**src/rtl/fetch_align_buffer.sv**
```systemverilog
// Fetch front end: word-aligned instruction reads into a halfword FIFO, realigned issue to IF/ID.
// RVC (16-bit) alignment is enabled by defining FAB_COMPRESSED_EN; otherwise every instruction is 32-bit.
module fetch_align_buffer #(
    parameter int unsigned DEPTH    = 8,
    parameter logic [31:0] RESET_PC = 32'h0
) (
    input  logic        clk_i,
    input  logic        rst_ni,
    output logic        mem_req_o,
    output logic [31:0] mem_addr_o,
    input  logic        mem_gnt_i,
    input  logic        mem_rvalid_i,
    input  logic [31:0] mem_rdata_i,
    input  logic        redirect_i,
    input  logic [31:0] redirect_pc_i,
    output logic        inst_valid_o,
    input  logic        inst_ready_i,
    output logic [31:0] inst_pc_o,
    output logic [31:0] inst_data_o,
    output logic        inst_compressed_o
);

    localparam int unsigned AW = $clog2(DEPTH);
    localparam int unsigned CW = AW + 1;

    logic [15:0]    fifo_q [DEPTH];
    logic [AW-1:0]  rd_ptr_q, rd_ptr_d, wr_ptr_q, wr_ptr_d;
    logic [CW-1:0]  count_q, count_d;
    logic [31:0]    fetch_pc_q, fetch_pc_d;
    logic [31:0]    head_pc_q, head_pc_d;
    logic           drop_low_q, drop_low_d;
    logic           outstanding_q, outstanding_d;
    logic           kill_q, kill_d;
    logic           mem_req_q, mem_req_d;
    logic [31:0]    mem_addr_q, mem_addr_d;
    logic           inst_valid_q, inst_valid_d;
    logic [31:0]    inst_pc_q, inst_pc_d;
    logic [31:0]    inst_data_q, inst_data_d;
    logic           inst_compressed_q, inst_compressed_d;

    logic [15:0]    head0, head1;
    logic           head_is32, head_ready;
    logic           push_lo, push_hi;
    logic [1:0]     push_cnt, pop_cnt;
    logic           unused_pc_bits;

    assign head0 = fifo_q[rd_ptr_q];
    assign head1 = fifo_q[rd_ptr_q + AW'(1)];
`ifdef FAB_COMPRESSED_EN
    assign head_is32 = (head0[1:0] == 2'b11);
`else
    assign head_is32 = 1'b1;
`endif
    assign head_ready     = head_is32 ? (count_q >= CW'(2)) : (count_q >= CW'(1));
    assign unused_pc_bits = ^redirect_pc_i[1:0];

    always_comb begin
        rd_ptr_d          = rd_ptr_q;
        wr_ptr_d          = wr_ptr_q;
        count_d           = count_q;
        fetch_pc_d        = fetch_pc_q;
        head_pc_d         = head_pc_q;
        drop_low_d        = drop_low_q;
        outstanding_d     = outstanding_q;
        kill_d            = kill_q;
        inst_valid_d      = inst_valid_q;
        inst_pc_d         = inst_pc_q;
        inst_data_d       = inst_data_q;
        inst_compressed_d = inst_compressed_q;
        push_lo           = 1'b0;
        push_hi           = 1'b0;
        pop_cnt           = 2'd0;
        push_cnt          = 2'd0;
        mem_req_d         = 1'b0;
        mem_addr_d        = mem_addr_q;

        if (redirect_i) begin
            rd_ptr_d      = '0;
            wr_ptr_d      = '0;
            count_d       = '0;
            fetch_pc_d    = {redirect_pc_i[31:2], 2'b00};
`ifdef FAB_COMPRESSED_EN
            drop_low_d    = redirect_pc_i[1];
            head_pc_d     = {redirect_pc_i[31:1], 1'b0};
`else
            drop_low_d    = 1'b0;
            head_pc_d     = {redirect_pc_i[31:2], 2'b00};
`endif
            // A response still owed by memory (or granted right now) belongs to the old path.
            kill_d        = (outstanding_q && !mem_rvalid_i) || (mem_req_q && mem_gnt_i);
            outstanding_d = kill_d;
            inst_valid_d  = 1'b0;
        end else begin
            if (mem_rvalid_i && outstanding_q) begin
                outstanding_d = 1'b0;
                if (kill_q) begin
                    kill_d = 1'b0;
                end else begin
                    push_hi    = 1'b1;
                    push_lo    = !drop_low_q;
                    drop_low_d = 1'b0;
                end
            end
            if (mem_req_q && mem_gnt_i) begin
                outstanding_d = 1'b1;
                fetch_pc_d    = fetch_pc_q + 32'd4;
            end
            // Output stage refills whenever it is empty or being consumed.
            if (!inst_valid_q || inst_ready_i) begin
                inst_valid_d = head_ready;
                if (head_ready) begin
                    pop_cnt           = head_is32 ? 2'd2 : 2'd1;
                    inst_pc_d         = head_pc_q;
                    inst_data_d       = head_is32 ? {head1, head0} : {16'h0, head0};
                    inst_compressed_d = !head_is32;
                    head_pc_d         = head_pc_q + (head_is32 ? 32'd4 : 32'd2);
                end
            end
            push_cnt = {1'b0, push_lo} + {1'b0, push_hi};
            count_d  = count_q + CW'(push_cnt) - CW'(pop_cnt);
            rd_ptr_d = rd_ptr_q + AW'(pop_cnt);
            wr_ptr_d = wr_ptr_q + AW'(push_cnt);
        end

        mem_req_d  = !redirect_i && !outstanding_d && ((CW'(DEPTH) - count_d) >= CW'(2));
        mem_addr_d = fetch_pc_d;
    end

    always_ff @(posedge clk_i or negedge rst_ni) begin
        if (!rst_ni) begin
            rd_ptr_q          <= '0;
            wr_ptr_q          <= '0;
            count_q           <= '0;
            fetch_pc_q        <= {RESET_PC[31:2], 2'b00};
            head_pc_q         <= RESET_PC;
            drop_low_q        <= 1'b0;
            outstanding_q     <= 1'b0;
            kill_q            <= 1'b0;
            mem_req_q         <= 1'b0;
            mem_addr_q        <= {RESET_PC[31:2], 2'b00};
            inst_valid_q      <= 1'b0;
            inst_pc_q         <= RESET_PC;
            inst_data_q       <= 32'h0;
            inst_compressed_q <= 1'b0;
        end else begin
            rd_ptr_q          <= rd_ptr_d;
            wr_ptr_q          <= wr_ptr_d;
            count_q           <= count_d;
            fetch_pc_q        <= fetch_pc_d;
            head_pc_q         <= head_pc_d;
            drop_low_q        <= drop_low_d;
            outstanding_q     <= outstanding_d;
            kill_q            <= kill_d;
            mem_req_q         <= mem_req_d;
            mem_addr_q        <= mem_addr_d;
            inst_valid_q      <= inst_valid_d;
            inst_pc_q         <= inst_pc_d;
            inst_data_q       <= inst_data_d;
            inst_compressed_q <= inst_compressed_d;
        end
    end

    // Halfword storage needs no reset; occupancy is tracked by count_q.
    always_ff @(posedge clk_i) begin
        if (push_lo) begin
            fifo_q[wr_ptr_q]          <= mem_rdata_i[15:0];
            fifo_q[wr_ptr_q + AW'(1)] <= mem_rdata_i[31:16];
        end else if (push_hi) begin
            fifo_q[wr_ptr_q]          <= mem_rdata_i[31:16];
        end
    end

    assign mem_req_o         = mem_req_q;
    assign mem_addr_o        = mem_addr_q;
    assign inst_valid_o      = inst_valid_q;
    assign inst_pc_o         = inst_pc_q;
    assign inst_data_o       = inst_data_q;
    assign inst_compressed_o = inst_compressed_q;

endmodule
```
**config.mk**
```make
export PLATFORM = sky130hd
export DESIGN_NAME = fetch_align_buffer
export DESIGN_NICKNAME = d
export VERILOG_FILES = /design/src/rtl/fetch_align_buffer.sv
export SDC_FILE = /design/constraint.sdc
export NUM_CORES = 1
export LEC_CHECK = 0
export CORE_ASPECT_RATIO = 1.2
export CORE_MARGIN = 2
export CORE_UTILIZATION = 42
export CTS_CLUSTER_DIAMETER = 100
export CTS_CLUSTER_SIZE = 12
export DETAILED_ROUTE_END_ITERATION = 10
export PLACE_DENSITY = 0.75
export SETUP_SLACK_MARGIN = 0.4
export SLEW_MARGIN = 20
export SYNTH_ARGS = -nofsm -noshare
export SYNTH_HDL_FRONTEND = slang
export SYNTH_SLANG_ARGS = --single-unit
```
**constraint.sdc**
```tcl
create_clock -name clk_i -period 5.31 [get_ports clk_i]
set_input_delay 0.7965 -clock clk_i [delete_from_list [all_inputs] [get_ports clk_i]]
set_output_delay 0.7965 -clock clk_i [all_outputs]
set_load 0.01 [all_outputs]
```
==> impl_results.md, run 1 <==
* Critical path startpoint: inst_ready_i
* Highest Clock Rate at about 310 MHz
* Final cycle utilization of the critical path at 60.4%
* Share of async-settable or async-resettable flops after synthesis at 51.1%
* Share of cells above drive strength 1 at 26.2%
* Run status: finished clean
* Clock root cell: sky130_fd_sc_hd__clkbuf_16
* Worst Path Class, Setup: input port to flop
* Nets@finish at 1,019
* List of cells traversed by the critical path: clkdlybuf4s50_1 > nor2b_1 > nor2_1 > fa_1 > fa_1 > xnor2_1 > nor2_1 > or4_1 > o21ai_0 > a211oi_1
* Detailed placer's ending HPWL at 17,900 µm
* Drt drc at 0
* Final-report setup violation count at 0
* Arrival time reported for the critical path endpoint at 3.58 ns
* Count of yosys warnings during synthesis at 0
* Initial antenna violation count at 0
* Synthesized area per cell at 14.7 µm²
* Total of fill cells in the finished design at 2,357
* Weighted congestion reported at the end of routability-driven placement at approximately 0.78
* Number of failing hold endpoints at the final stage at 0
* Worst-path fanout max at 5
* Length of the first detailed-routing pass in iterations at 5
* Rel. slew slack at a little under a third
* Number of global-route vias before repair at 7,643
* H-tree lvl count at 1
* Total Wirelength at roughly 27,000 µm
* TritonCTS clock tree: yes
* Wire length of the first global-routing pass at 42,800 µm
* Maximum Capacitance Violations at 0
* Top-Level Pins at between 150 and 200
* Routed via count divided by cell count at about 5.3
* ANT nets after route at 0
* Die Span X at 158 µm
* Cell row count at 67
* Delay contributed by the slowest stage of the critical path at 0.55 ns
* RR Startpoint: count_q[2]
* Ratio of total power to cell area at 437 nW/µm²
* Number of DRC violations after detailed-routing iteration 0 at 371
* Top flip-flop cell by instance count after synthesis: sky130_fd_sc_hd__dfrtp_1
* CP endpoint kind: flop
* Type of the most critical hold path: input port to asynchronous set/reset pin
* Share of synthesized cell area in and, or, nand and nor gates at 7.69%
* Setup repair after global routing missed its margin: false
* Critical-path cell with the highest stage delay: sky130_fd_sc_hd__fa_1
* Number of synthesized register bits at 262
* Hold Buf Count CTS at 0
* Clock period minus final worst setup slack at 3.21 ns
* Main combinational cell family by area after synthesis: multiplexers
* Total of cells resized after clock tree synthesis at 0
* Grt ovf at 0
* Final setup TNS at 0 ns
* Clock buffer depth at 3
* Kind of start point of the critical path: input port
* Number of setup buffers added after CTS at 0
* Final Cell Area at roughly 14,000 µm²
* WL/cell at slightly above 20 µm
* Vertical extent of the die at 189 µm
* Placed Instance Area at 13,800 µm²
* Largest net degree at the start of global routing at 103
* Total number of vias at 7,117
* Adder-cell share of the synthesized area at 1.07%
* Area Overhead vs Synth at 21.5%
* Area of the mapped netlist at 11,900 µm²
* Core Footprint at 27,900 µm²
* Die ar. at 29,800 µm²
* Count of different cell masters after synthesis at 56
* IO buf count at 161
* Antenna diode instance count at 0
* Leakage at 5.25 nW
* Sequential element share of the synthesized area at 60.3%
* Clk slew on worst S/H paths at ~0.06 ns
* Number of max-slew violations in the final report at 0
* Max Clock Skew at 0.0150 ns
* Latest clock arrival within the worst-skew pair at between 0.5 and 0.6 ns
* Share of cell area taken by muxes after synthesis at 21.5%
* Post-synthesis compound-gate area fraction at under 10%
* Number of buffers inserted during clock tree synthesis at 25
* Combined global-route utilization of all metal layers at 18.6%
* EDFF count, synth at 128
* Maximum vdd drop at 0.387 mV
* Sink Count at about 260
* Effective utilization at floorplan at 42.7%
* Post-Synthesis Cells at ~810
* Worst-Margin Slew at 1.04 ns
* Xor/xnor cell area share of the yosys netlist at a little over 4%
* Critical Path RT at roughly 5.7 ns
critical path, delay by kind of cell:
| family | cells | cell delay, ns |
|---|---|---|
| adder cells (fa/ha/maj) | 2 | 0.95 |
| XOR/XNOR | 1 | 0.14 |
| AND/OR/NAND/NOR | 4 | 1.02 |
| buffers and inverters | 1 | 0.47 |
| AO/OA/AOI/OAI | 2 | 0.21 |
logic make-up (layout without fill, tap and decap cells):
| family | Yosys count | after routing |
|---|---|---|
| mux | 196 | 196 |
| xor+xnor | 56 | 56 |
| compound gates | 36 | 36 |
| flops | 262 | 262 |
| buf+inv | 89 | 229 |
| simple gates | 160 | 160 |
| fa+ha+maj | 9 | 9 |
| other cells | 1 | 5 |
power breakdown:
part           total (mW)  internal [mW]  leakage (nW)  switching (mW)
Clock                1.60          0.881         0.332           0.719
Sequential           2.74           2.49          2.72           0.247
Combinational        2.00           1.15          2.19           0.852
Total                6.34           4.52          5.25            1.82
metal layers:
layer	vias to the layer above	wire length, µm	global-route usage [%]
li1	3246	-	-
met1	3597	10900	23.4
met2	235	14100	33.3
met3	39	1720	3.31
met4	0	489	4.09
met5	-	0	0
sequential cells by signal (all words and copies together) (netlist names), 2 cells and up:
| register | flops |
|---|---|
| wr_ptr_q | 2 |
| inst_pc_o | 30 |
| rd_ptr_q | 2 |
| inst_data_o | 32 |
| head_pc_q | 30 |
| count_q | 4 |
| fifo_q | 128 |
| mem_addr_o | 30 |
synth_stat cells, types with 8 or more instances:
master                     number  area [µm²]
sky130_fd_sc_hd__nand2b_1       8        50.1
sky130_fd_sc_hd__nand2_1       20        75.1
sky130_fd_sc_hd__a21boi_0       8        60.1
sky130_fd_sc_hd__dfrtp_1      134        3350
sky130_fd_sc_hd__inv_1         13        48.8
sky130_fd_sc_hd__a21oi_1       13        65.1
sky130_fd_sc_hd__buf_2         16        80.1
sky130_fd_sc_hd__xnor2_1       34         298
sky130_fd_sc_hd__xor2_1        22         193
sky130_fd_sc_hd__and3_1        17         106
sky130_fd_sc_hd__nand4_1       24         150
sky130_fd_sc_hd__nor2_1        25        93.8
sky130_fd_sc_hd__nand3_1       23         115
sky130_fd_sc_hd__mux4_2        32         721
sky130_fd_sc_hd__edfxtp_1     128        3840
sky130_fd_sc_hd__mux2_2       161        1810
sky130_fd_sc_hd__clkbuf_1      48         180
stage by stage:
step,worst slack [ns],instances,hold slack (ns),util [%],power (mW)
2_1_floorplan,1.84,813,0.479,-,3.87
3_3_place_gp,1.64,1292,0.490,49.5,4.77
3_5_place_dp,1.55,1292,0.494,49.5,4.81
4_1_cts,2.09,1332,0.438,51.9,6.42
5_1_grt,1.95,1332,0.477,51.9,6.68
6_report,2.10,1332,0.385,51.9,6.34
cells in the final DEF (no fill, tap or decap), types with 2 or more instances in the layout:
master | netlist | routed
sky130_fd_sc_hd__nand2_1 | 20 | 20
sky130_fd_sc_hd__nor2_1 | 25 | 25
sky130_fd_sc_hd__clkdlybuf4s50_1 | 0 | 160
sky130_fd_sc_hd__edfxtp_1 | 128 | 128
sky130_fd_sc_hd__xor2_1 | 22 | 22
sky130_fd_sc_hd__xnor2_1 | 34 | 34
sky130_fd_sc_hd__mux2i_1 | 3 | 3
sky130_fd_sc_hd__fa_1 | 2 | 2
sky130_fd_sc_hd__nand4_1 | 24 | 24
sky130_fd_sc_hd__nand3_1 | 23 | 23
sky130_fd_sc_hd__mux2_2 | 161 | 161
sky130_fd_sc_hd__clkbuf_16 | 0 | 25
sky130_fd_sc_hd__nand2b_1 | 8 | 8
sky130_fd_sc_hd__mux4_2 | 32 | 32
sky130_fd_sc_hd__and2_1 | 4 | 4
sky130_fd_sc_hd__nor4_2 | 0 | 2
sky130_fd_sc_hd__a31oi_1 | 3 | 3
sky130_fd_sc_hd__a21boi_0 | 8 | 8
sky130_fd_sc_hd__nor4_1 | 7 | 5
sky130_fd_sc_hd__ha_1 | 7 | 7
sky130_fd_sc_hd__buf_4 | 6 | 14
sky130_fd_sc_hd__clkbuf_1 | 48 | 14
sky130_fd_sc_hd__and3_1 | 17 | 17
sky130_fd_sc_hd__dfrtp_1 | 134 | 133
sky130_fd_sc_hd__conb_1 | 1 | 5
sky130_fd_sc_hd__or4_1 | 2 | 2
sky130_fd_sc_hd__o21ai_0 | 5 | 5
sky130_fd_sc_hd__nor3_1 | 7 | 6
sky130_fd_sc_hd__nor2b_1 | 5 | 5
sky130_fd_sc_hd__inv_1 | 13 | 13
sky130_fd_sc_hd__a21oi_1 | 13 | 13
sky130_fd_sc_hd__and4_1 | 4 | 4
final timing paths:
kind,to,slack (ns),depth (start not counted)
worst max register to register,mem_req_o,2.15,11
max in group asynchronous,rd_ptr_q[1],3.86,2
worst max-delay path,mem_req_o,2.10,10
min in group clk_i,inst_pc_o[2],0.50,1
worst min register to register,inst_pc_o[2],0.50,1
worst min-delay path,inst_pc_o[13],0.39,1
cell type report:
cell class	count	area [µm²]	area share (%)
clock buffers	40	692	4.77
inverters	14	52.6	0.363
multi-input cells	462	4360	30.1
flip-flops and latches	262	7200	49.7
well taps	379	474	3.27
repair buffers	175	1720	11.9
No activity file was read; power rests on OpenSTA's default activity.
==> inputs of run 2 (changes only) <==
==> constraint.sdc (replaced) <==
create_clock -name clk_i -period 3 [get_ports clk_i]
set_input_delay 0.45 -clock clk_i [delete_from_list [all_inputs] [get_ports clk_i]]
set_output_delay 0.45 -clock clk_i [all_outputs]
set_load 0.01 [all_outputs]
==> run 2 against run 1 <==
  * Clock-buffer cell count did not move
  * Clock power rose by 77%
  * Wire length rose by 1.4%
  * Setup slack got worse by 1.8 ns
  * Global-route usage barely moved
  * Register-to-register slack got worse by 1.9 ns
  * Sequential share of layout area fell by 1.2 points
  * Final cell count rose by 2.0%
  * Worst hold slack improved by 0.12 ns
  * Clock skew fell by 0.0072 ns
  * Critical path depth rose by 1
  * Total power rose by 83%
  * Critical endpoint unchanged
  * Largest cell class unchanged
==> impl_results.md, run 2 (synthesis results as in run 1) <==
* Run status: finished clean
* Final Cell Area at 14,900 µm²
* Length in cells of the worst reg-to-reg path at 11
* Vertical extent of the die at 189 µm
* Drt drc at 0
* Rel. slew slack at 52.2%
* Critical Path RT at 3.39 ns
* Area Overhead vs Synth at 24.6%
* Top-Level Pins at 169
* Sequential Area at 7200 µm²
* TritonCTS clock tree: yes
* Highest Clock Rate at ~370 MHz
* Detailed placer's ending HPWL at around 19,000 µm
* Die Span X at 158 µm
* Worst-path fanout max at 3
* Die ar. at 29,800 µm²
* Placed Instance Area at 14,100 µm²
* Number of failing hold endpoints at the final stage at 0
* Reg-to-reg endpoint: mem_req_o
* Clock root cell: sky130_fd_sc_hd__clkbuf_16
* Max Clock Skew at ~0.0079 ns
* Worst Path Class, Setup: flop to flop
* Kind of start point of the critical path: flop
* Effective utilization at floorplan at about 43%
* Share of cells above drive strength 1 at 29.2%
* Largest net degree at the start of global routing at a little under 80
* Clk slew on worst S/H paths at ~0.060 ns
* Number of global-route vias before repair at 7,667
* Nets@finish at 1,045
* Arrival time reported for the critical path endpoint at 3.12 ns
* Cell row count at 67
* IO buf count at approximately 160
* Total number of vias at ~7,200
* Register-to-register setup slack at 0.27 ns
* Antenna diode instance count at 0
* Setup repair after global routing missed its margin: true
* Clock buffer depth at 3
* WL/cell at 20.3 µm
* Final-report setup violation count at 0
* Number of max-slew violations in the final report at 0
* Sink Count at 262
* Startpoint of the lowest-slack hold path: inst_data_o[0]
* Worst-Margin Slew at 0.717 ns
* Multi-input gate area in the final layout at between 4000 and 5000 µm²
* CP endpoint kind: flop
* ANT nets after route at 0
* RR Startpoint: count_q[2]
* Weighted congestion reported at the end of routability-driven placement at between 0.8 and 0.9
* Routed via count divided by cell count at 5.33
* Core Footprint at 27,900 µm²
* Type of the most critical hold path: flop to flop
* Total of fill cells in the finished design at around 2,300
* Final cycle utilization of the critical path at 91.0%
* Total Wirelength at around 28,000 µm
* Wire length of the first global-routing pass at 43,000 µm
* Worst hold path depth at 1
* H-tree lvl count at 1
* Hold worst-path end: inst_data_o[0]
* Length of the first detailed-routing pass in iterations at 4
* Initial antenna violation count at 0
* Ratio of total power to cell area at 779 nW/µm²
* Number of DRC violations after detailed-routing iteration 0 at 317
* Leakage at 5.42 nW
* Register ranked first by flip-flop count: fifo_q
* Latest clock arrival within the worst-skew pair at between 0.5 and 0.6 ns
* Most common cell after layout, fill and taps aside: sky130_fd_sc_hd__mux2_2
* Grt ovf at 0
* Number of flip-flops in the largest register at 128
* Overall Power at 11.6 mW
* Maximum vdd drop at 0.564 mV
* Clock period minus final worst setup slack at 2.73 ns
* Maximum Capacitance Violations at 0
* Combined global-route utilization of all metal layers at 18.6%
* Highest-count cells in the layout ignoring fill and taps: 161 x sky130_fd_sc_hd__mux2_2, 160 x sky130_fd_sc_hd__clkdlybuf4s50_1, 133 x sky130_fd_sc_hd__dfrtp_1
* Number of buffers inserted during clock tree synthesis at 25
## run 2: area by class of cell
type                    count  area share (%)
clock buffers              40            4.66
clock inverters             1          0.0589
inverters                  14           0.354
multi-input cells         462            29.7
flip-flops and latches    262            48.4
well taps                 379            3.19
repair buffers            201            13.6
## run 2: metal layers
layer  routed length [µm]  global-route usage, %  up-vias  share of wire [%]
met5                    0                      0        -                  0
met4                  683                   5.00        0                2.5
met3                 1740                   3.43       44                6.3
met2                14200                   33.0      228                 52
met1                11000                   23.2     3677                 40
li1                     -                      -     3290                  -
## run 2: how the worst max path moves through the flow
| stage | end | cells past startpoint | from | slack (ns) |
|---|---|---|---|---|
| 6_report | mem_req_o | 11 | count_q[2] | 0.27 |
| 2_1_floorplan | mem_req_o | 9 | count_q[2] | 0.38 |
| 3_3_place_gp | mem_req_o | 8 | mem_rvalid_i | -0.07 |
| 5_1_grt | mem_req_o | 12 | count_q[2] | 0.14 |
| 4_1_cts | mem_req_o | 12 | count_q[2] | 0.35 |
| 3_5_place_dp | mem_req_o | 11 | mem_rvalid_i | -0.10 |
## run 2: worst max-delay path, cell delays in order, from the launching register on
cell                       delay [ns]
sky130_fd_sc_hd__dfrtp_1         0.38
sky130_fd_sc_hd__inv_1           0.06
sky130_fd_sc_hd__ha_2            0.17
sky130_fd_sc_hd__nor2b_4         0.17
sky130_fd_sc_hd__nor2_4          0.06
sky130_fd_sc_hd__fa_1            0.52
sky130_fd_sc_hd__fa_2            0.43
sky130_fd_sc_hd__xnor2_2         0.15
sky130_fd_sc_hd__nor2_2          0.07
sky130_fd_sc_hd__or4_4           0.43
sky130_fd_sc_hd__o21ai_2         0.08
sky130_fd_sc_hd__a211oi_2        0.08
## run 2: what timing repair did
item                                    in CTS  in global routing
cloned                                       0                  0
hold endpoints to repair                    41                  0
endpoints found under the setup margin       1                  1
hold buffers                                 1                  0
buffers inserted                             2                  3
pin swaps                                    2                  6
resized for setup                            0                  8
## run 2: metrics by stage
step	std cells	setup TNS (ns)	worst slack (ns)	hold WS, ns	utilization, %
floorplan	813	0	0.384	0.154	-
global placement	1312	-0.0740	-0.0740	0.490	50.4
detailed placement	1312	-0.104	-0.104	0.494	50.4
CTS	1356	0	0.347	0.509	53.0
global route	1359	0	0.137	0.521	53.2
finish	1359	0	0.269	0.505	53.2
## run 2: power breakdown
| part | leakage (nW) | total [mW] | switching [mW] | internal (mW) |
|---|---|---|---|---|
| sequential | 2.72 | 4.88 | 0.471 | 4.41 |
| clock | 0.336 | 2.84 | 1.27 | 1.57 |
| combinational | 2.37 | 3.85 | 1.60 | 2.25 |
